**src/rtl/mme_pkg.sv**
```systemverilog
// Shared constants, types and helpers for the MME processing-element array.
package mme_pkg;

    localparam int MME_DW_DEF = 16;
    localparam int MME_AW_DEF = 2 * MME_DW_DEF + 8;
    localparam int MME_MAXW   = 128;

    typedef enum logic {
        PE_WRAP = 1'b0,
        PE_SAT  = 1'b1
    } pe_mode_t;

    // Largest representable accumulator value for a width/signedness pair.
    function automatic logic [MME_MAXW-1:0] f_sat_max(input int unsigned aw, input bit sgn);
        logic [MME_MAXW-1:0] one;
        one = {{(MME_MAXW-1){1'b0}}, 1'b1};
        return (one << (sgn ? aw - 1 : aw)) - one;
    endfunction

endpackage

```
**src/rtl/pe_sat_add.sv**
```systemverilog
// Combinational AW-bit adder with overflow flag and optional clamp to the AW range.
module pe_sat_add
    import mme_pkg::*;
#(
    parameter int AW     = MME_AW_DEF,
    parameter bit SIGNED = 1'b1,
    parameter bit SAT    = 1'b1
) (
    input  logic [AW-1:0] a_i,
    input  logic [AW-1:0] b_i,
    output logic [AW-1:0] sum_o,
    output logic          ovf_o
);

    localparam pe_mode_t        MODE  = SAT ? PE_SAT : PE_WRAP;
    localparam logic [AW-1:0]   MAX_V = AW'(f_sat_max(AW, SIGNED));
    localparam logic [AW-1:0]   MIN_V = SIGNED ? ~MAX_V : '0;

    logic [AW:0] ext;

    always_comb begin
        if (SIGNED) begin
            ext   = {a_i[AW-1], a_i} + {b_i[AW-1], b_i};
            ovf_o = ext[AW] ^ ext[AW-1];
        end else begin
            ext   = {1'b0, a_i} + {1'b0, b_i};
            ovf_o = ext[AW];
        end
        sum_o = ext[AW-1:0];
        // The extra carry bit tells which rail a signed overflow went past.
        if (ovf_o && MODE == PE_SAT)
            sum_o = (SIGNED && ext[AW]) ? MIN_V : MAX_V;
    end

endmodule

```
**src/rtl/mac_pe_v2.sv**
```systemverilog
// Systolic MAC PE: forwards operands east/south, accumulates valid beats, and
// double-buffers finished tiles onto a result drain chain.
module mac_pe_v2
    import mme_pkg::*;
#(
    parameter int DW     = MME_DW_DEF,
    parameter int AW     = 2 * DW + 8,
    parameter bit SIGNED = 1'b1,
    parameter bit SAT    = 1'b1
) (
    input  logic          clk,
    input  logic          rst,
    input  logic          clr_i,
    input  logic          hold_i,
    input  logic          vld_i,
    input  logic [DW-1:0] a_i,
    input  logic [DW-1:0] b_i,
    output logic          vld_o,
    output logic [DW-1:0] a_o,
    output logic [DW-1:0] b_o,
    input  logic          swap_i,
    input  logic          shift_i,
    input  logic [AW-1:0] res_i,
    input  logic          rvld_i,
    output logic [AW-1:0] res_o,
    output logic          rvld_o,
    output logic          ovf_o
);

    logic [DW-1:0] a_q, a_d, b_q, b_d;
    logic          vld_q, vld_d;
    logic [AW-1:0] acc_q, acc_d, res_q, res_d;
    logic          rvld_q, rvld_d, ovf_q, ovf_d;

    logic [2*DW-1:0] prod_n;
    logic [AW-1:0]   prod;
    logic [AW-1:0]   sum;
    logic            add_ovf;
    logic            beat;

    assign beat = vld_i & ~hold_i;

    generate
        if (SIGNED) begin : g_sprod
            assign prod_n = $signed({{DW{a_i[DW-1]}}, a_i}) * $signed({{DW{b_i[DW-1]}}, b_i});
            assign prod   = {{(AW-2*DW){prod_n[2*DW-1]}}, prod_n};
        end else begin : g_uprod
            assign prod_n = {{DW{1'b0}}, a_i} * {{DW{1'b0}}, b_i};
            assign prod   = {{(AW-2*DW){1'b0}}, prod_n};
        end
    endgenerate

    pe_sat_add #(
        .AW     (AW),
        .SIGNED (SIGNED),
        .SAT    (SAT)
    ) u_add (
        .a_i   (acc_q),
        .b_i   (prod),
        .sum_o (sum),
        .ovf_o (add_ovf)
    );

    always_comb begin
        a_d    = a_q;
        b_d    = b_q;
        vld_d  = vld_q;
        acc_d  = acc_q;
        ovf_d  = ovf_q;
        res_d  = res_q;
        rvld_d = rvld_q;

        if (!hold_i) begin
            a_d   = a_i;
            b_d   = b_i;
            vld_d = vld_i;
        end
        if (beat) begin
            acc_d = sum;
            ovf_d = ovf_q | add_ovf;
        end
        // Swap snapshots the pre-update accum; a same-cycle beat seeds the next tile.
        if (swap_i) begin
            res_d  = acc_q;
            rvld_d = 1'b1;
            ovf_d  = 1'b0;
            acc_d  = beat ? prod : '0;
        end else if (shift_i) begin
            res_d  = res_i;
            rvld_d = rvld_i;
        end
        if (clr_i) begin
            a_d   = '0;
            b_d   = '0;
            vld_d = 1'b0;
            acc_d = '0;
            ovf_d = 1'b0;
        end
    end

    always_ff @(posedge clk) begin
        if (rst) begin
            a_q    <= '0;
            b_q    <= '0;
            vld_q  <= 1'b0;
            acc_q  <= '0;
            ovf_q  <= 1'b0;
            res_q  <= '0;
            rvld_q <= 1'b0;
        end else begin
            a_q    <= a_d;
            b_q    <= b_d;
            vld_q  <= vld_d;
            acc_q  <= acc_d;
            ovf_q  <= ovf_d;
            res_q  <= res_d;
            rvld_q <= rvld_d;
        end
    end

    assign a_o    = a_q;
    assign b_o    = b_q;
    assign vld_o  = vld_q;
    assign res_o  = res_q;
    assign rvld_o = rvld_q;
    assign ovf_o  = ovf_q;

endmodule

```
**config.mk**
```make
export PLATFORM = sky130hd
export DESIGN_NAME = mac_pe_v2
export DESIGN_NICKNAME = d
export VERILOG_FILES = /design/src/rtl/mme_pkg.sv /design/src/rtl/pe_sat_add.sv /design/src/rtl/mac_pe_v2.sv
export SDC_FILE = /design/constraint.sdc
export NUM_CORES = 1
export LEC_CHECK = 0
export CAP_MARGIN = 20
export CORE_MARGIN = 2
export CORE_UTILIZATION = 50
export DETAILED_ROUTE_END_ITERATION = 6
export HOLD_SLACK_MARGIN = 0.06
export PLACE_DENSITY = 0.71
export SYNTH_ARGS = -nofsm -noshare
export SYNTH_HDL_FRONTEND = slang
export SYNTH_HIERARCHICAL = 1
export SYNTH_SLANG_ARGS = --single-unit
```
**constraint.sdc**
```tcl
create_clock -name clk -period 14.3 [get_ports clk]
set_input_delay 1.43 -clock clk [delete_from_list [all_inputs] [get_ports clk]]
set_output_delay 1.43 -clock clk [all_outputs]
set_load 0.1 [all_outputs]
```
======== Yosys cells after proc, flatten, opt, wreduce, memory -nomap -nowiden ========
Index checks and enable logic that the tools add are counted.
Widths: inputs -> output; s select.
operators by class
  add/subtract/negate cells ............... 1
  multipliers ............................. 1
  multiplexer cells ....................... 9
  bitwise logic cells ..................... 4
  reduce and logical (&&, ||, !) cells .... 4
operators with widths
  kind               number
  $mux 40            7
  $add 40x32->41     1
  $mul 16x16->32     1
  $reduce_bool 2->1  2
  $reduce_or 3->1    1
  $mux 1             2
  $reduce_or 2->1    1
  $and 1x1->1        1
  $not 1->1          1
  $or 1x1->1         1
  $xor 1x1->1        1
word-level totals
  flip-flop bits (word level) ............. 115
  output and inout bits ................... 75
  word-level logic and storage cells ...... 26

======== Longest topological paths before layout ========
  depth after elaboration ................. 6
  mapped depth ............................ 37
  gate-level depth less buffers ........... 34

======== By module ========
The synthesis kept the hierarchy.
by module, submodules not included
  module      instances  cells an instance  area each (um^2)  sequential area each (um^2)
  mac_pe_v2   1          1662               14685.3           2302.2
  pe_sat_add  1          388                2874.0            0.0

======== Worst setup path after synthesis ========
Ideal clock, no wire load.
  kind .................................... input -> register
  from .................................... in a_i[15]
  to ...................................... reg acc_q[22]
  arrival time ............................ 9.484 ns
  setup slack ............................. 4.751 ns
  cell stages on the path ................. 33
  cells stage by stage .................... clkbuf_1 -> nand2_1 -> fa_1 -> inv_1 -> fa_1 -> fa_1 -> fa_1 -> fa_1 -> inv_1 -> fa_1 -> inv_1 -> ha_1 -> a21o_1 -> a211oi_1 -> a21oi_1 -> a21oi_2 -> mux2i_1 -> nand3_1 -> ha_1 -> clkbuf_1 -> a21oi_1 -> o21ai_0 -> a21o_1 -> a21oi_1 -> o21ai_0 -> a31oi_1 -> xnor2_1 -> clkbuf_1 -> maj3_2 -> nand2_1 -> a21oi_1 -> a21oi_1 -> nor2_1
between the ends
  cells in the longest elaborated chain, start to end .. 6
  elaborated cells on any way between the ends .. 8
RTL lines
  item                                           RTL line                            source
  from (decl)                                    mac_pe_v2.sv:16                     input logic [DW-1:0] a_i,
  $mul 16x16->32 (*)                             mac_pe_v2.sv:45                     assign prod_n = $signed({{DW{a_i[DW-1]}}, a_i}) * $signed({{DW{b_i[DW-1]}}, b_i});
  named net prod_n[31]                           mac_pe_v2.sv:35                     logic [2*DW-1:0] prod_n;
  $add 40x32->41 (*)                             pe_sat_add.sv:23                    ext = {a_i[AW-1], a_i} + {b_i[AW-1], b_i};
  $mux 40 / $xor 1x1->1 (equally long branches)  pe_sat_add.sv:32, pe_sat_add.sv:24
  $mux 40 (*)                                    pe_sat_add.sv:31                    if (ovf_o && MODE == PE_SAT)
  named net sum[22]                              mac_pe_v2.sv:37                     logic [AW-1:0] sum;
  $mux 40 (*)                                    mac_pe_v2.sv:78                     if (beat) begin
  $mux 40 (*)                                    mac_pe_v2.sv:83                     if (swap_i) begin
  to (signal assigned)                           mac_pe_v2.sv:106                    acc_q <= '0;
  to (signal assigned)                           mac_pe_v2.sv:114                    acc_q <= acc_d;
  to (decl)                                      mac_pe_v2.sv:32                     logic [AW-1:0] acc_q, acc_d, res_q, res_d;
Mark *: on every way through the listed nets, which the timed path passes. The rest lies on a longest branch. The select of a mux whose other input is x is not followed.
A chain may end at the register's enable or synchronous reset.

======== Final worst setup path ========
  from .................................... in b_i[5]
  to ...................................... reg acc_q[1]
between the ends
  cells in the longest elaborated chain, start to end .. 6
  elaborated cells on any way between the ends .. 7
RTL lines
  item                                           RTL line                            source
  from (decl)                                    mac_pe_v2.sv:17                     input logic [DW-1:0] b_i,
  $mul 16x16->32 (*)                             mac_pe_v2.sv:45
  named net prod_n[31]                           mac_pe_v2.sv:35
  $add 40x32->41 (*)                             pe_sat_add.sv:23
  $mux 40 / $xor 1x1->1 (equally long branches)  pe_sat_add.sv:32, pe_sat_add.sv:24
  $mux 40 (*)                                    pe_sat_add.sv:31
  named net sum[1]                               mac_pe_v2.sv:37
  $mux 40 (*)                                    mac_pe_v2.sv:78
  $mux 40 (*)                                    mac_pe_v2.sv:83
Marked as above.

==> impl_metrics.toml <==
[status]
status = "completed"

[timing]
hold_viol_final = 0
slew_headroom_pct = 30.05
tns_ns = 0
clock_skew_ns = 0.01374
fin_crit_sh_pct = 77.48
max_freq_mhz = 90.26
rsz0062_at_grt = "no"
fin_crit_ns = 11.08
drv_slew = 0
setup_viol = 0
tightest_slew_ns = 1.049

[synthesis]
synthArstFlopShare_pct = 0
synth_ff_type = "dfxtp_1"
synth.area.top_cells = "fa_1 (30%), dfxtp_1 (13%), ha_1 (8.7%), inv_1 (7.4%), mux2i_1 (5.5%)"
ys_types = 65
synth_top_area_share_pct = 29.98
yosys.area.top_type = "fa_1"
synth_seq_cells = 115
syn_nets = 2515
synth_area_sq_mm = 0.01756
synth_edf_count = 0
syn_avg_cell_area_sq_um = 8.566
yosysWarnings = 6
syn_inst = 2050
synth-seq-area-share_pct = 13.11

[global_route]
grt_pass1_wl_um = 77050
grt_start_max_net_pins = 107
grt_pass1_vias = 14889
grtUsageTotal_pct = 26.72
antenna_found_initial = 0
grt.overflow.total = 0

[placed_design]
gp_congestion = 0.9146
place.port_buffers = 154
dp_hpwl_um = 36000

[route]
routedWlPerCell_um = 17.96
drt_iter0_drc = 905
dr.pass1.iters = 5
vias_per_cell = 5.497
drc = 0
ant_nets = 0
vias = 14298
totalWireLength_um = 46710

[critical_path]
cp_max_fo = 32
crit_slowest_cell = "fa_1"
crit_type = "input port to flop"
max_stage_delay_ns = 0.96
endpoint_kind = "flop"
path_common_cell = "fa_1"
cp.required_ns = 14.68
cp.arrival_ns = 11.45
critPathLaunchType = "input port"

[clocking]
cts.path.max_buffers = 2
cts_hold_buf = 0
cts_sinks = 115
cts_root_buffer = "clkbuf_16"
ctsResizeCount = 0
htreeDepth = 4
clk_pin_slew_worst_paths_ns = 0.06
cts_tree = "done"
postCtsSetupRepairBufs = 0
insertion_delay_ns = 0.45
cts_buffers = 17

[final_layout]
synthToLayoutAreaGrowth_pct = 13.23
drive_gt1_share_pct = 4.706
nets = 2598
antenna_cells = 0

[run]
cap_violations = 0

[die]
die_y_um = 191.4
core_sq_mm = 0.03454
die_width_um = 191.4
start_util_pct = 50.83
pin_count = 155
dieArea_sq_mm = 0.03663
rows = 68

[worst_hold_path]
hold_path_class = "flop to flop"
==> layout make-up <==
type | count | area (sq um)
fillers | 3150 | 14660
well taps | 455 | 569.3
inverters | 345 | 1295
flip-flops and latches | 115 | 2302
repair buffers | 164 | 1617
multi-input cells | 1490 | 13560
clock inverters | 14 | 106.4
clock buffers | 18 | 429.2
==> cells in the final DEF, fill, tap and decap left out, drive strengths merged, types with 5 or more instances in the layout <==
master / n
inv: 348
fa: 263
nand2: 204
nor2: 181
clkdlybuf4s50: 151
a21oi: 132
and2: 122
ha: 122
dfxtp: 115
mux2i: 97
xnor2: 46
maj3: 39
o21ai: 38
a21o: 35
xor2: 23
clkbuf: 18
nand3: 17
o21bai: 15
o2bb2ai: 14
a211oi: 13
a31oi: 13
buf: 13
nor3: 12
and3: 10
nand2b: 9
o211ai: 8
nor2b: 8
o21a: 7
clkinv: 7
nand4: 6
nor4: 5
a211o: 5
o31ai: 5
==> sequential cells by signal (all words and copies together), names as in the netlist <==
name	count
rvld_o	1
res_o	40
ovf_o	1
b_o	16
vld_o	1
a_o	16
acc_q	40
==> per-stage QoR <==
| step | cell area [sq um] | hold slack, ns | instances | worst slack [ns] | util (%) |
|---|---|---|---|---|---|
| after floorplan | 17560 | 0.4824 | 2050 | 4.751 | - |
| after global placement | 19330 | 0.4429 | 2568 | 3.132 | 55.95 |
| after detailed placement | 19330 | 0.4468 | 2568 | 2.853 | 55.95 |
| after CTS | 19860 | 0.4548 | 2600 | 3.316 | 57.50 |
| after global routing | 19880 | 0.4800 | 2601 | 2.602 | 57.56 |
| final | 19880 | 0.4519 | 2601 | 3.221 | 57.56 |
==> critical path, delay by kind of cell <==
kind                       cells  cell delay, ns
and+or+nand+nor                6            1.15
AOI/OAI and AO/OA             11            2.02
muxes                          1            0.34
adders and majority gates      9            4.82
buffers and inverters          6            1.66
==> kinds of logic after synthesis <==
kind of cell | Yosys count | synth area share, %
AO/OA/AOI/OAI | 312 | 11.59
XOR/XNOR | 69 | 3.442
adder cells (fa/ha/maj) | 424 | 41.17
buffers and inverters | 445 | 9.726
flip-flops | 115 | 13.11
multiplexers | 97 | 5.529
AND/OR/NAND/NOR | 588 | 15.43
==> synth_stat cells, types with 2 or more instances <==
| master | number |
|---|---|
| nor2b_1 | 8 |
| o21ai_1 | 2 |
| a21o_1 | 35 |
| a211o_1 | 5 |
| buf_6 | 5 |
| o211ai_1 | 7 |
| nand2b_1 | 9 |
| nand4_1 | 6 |
| o2bb2ai_1 | 14 |
| nor2_1 | 181 |
| maj3_2 | 38 |
| and3_1 | 10 |
| a221o_1 | 3 |
| fa_1 | 263 |
| buf_1 | 14 |
| a211oi_1 | 12 |
| o21ai_0 | 36 |
| nand3b_1 | 2 |
| nand3_1 | 17 |
| inv_1 | 345 |
| o31ai_1 | 5 |
| o21bai_1 | 15 |
| xor2_1 | 23 |
| nor4_1 | 5 |
| or3_1 | 2 |
| nor3_1 | 12 |
| o21a_1 | 7 |
| mux2i_1 | 97 |
| a311o_1 | 3 |
| a311oi_1 | 2 |
| dfxtp_1 | 115 |
| a21boi_0 | 3 |
| xnor2_1 | 46 |
| nand2_1 | 204 |
| clkbuf_1 | 81 |
| a31oi_1 | 12 |
| or2_2 | 3 |
| and4_2 | 2 |
| o22ai_1 | 2 |
| ha_1 | 122 |
| o311a_1 | 2 |
| and2_1 | 122 |
| a21oi_1 | 131 |
==> layer usage <==
layer	share of wire, %	track usage [%]	vias up	routed length (um)
li1	-	-	6675	-
met1	44	35.18	7045	20430
met2	47	44.89	486	22170
met3	5.7	3.617	92	2661
met4	3.1	9.763	0	1451
met5	0	0	-	0
==> worst paths after layout <==
kind / from / endpoint / cells past startpoint / slack (ns)
setup reg to reg: acc_q[0] / acc_q[1] / 15 / 10.07
hold / removal: vld_o / vld_o / 2 / 0.45
setup / recovery: b_i[5] / acc_q[1] / 33 / 3.22
hold reg to reg: vld_o / vld_o / 2 / 0.45
Power is left out: the tool's default activity adds up to more than one toggle a clock period on the data nets, which glitch-free logic cannot reach.
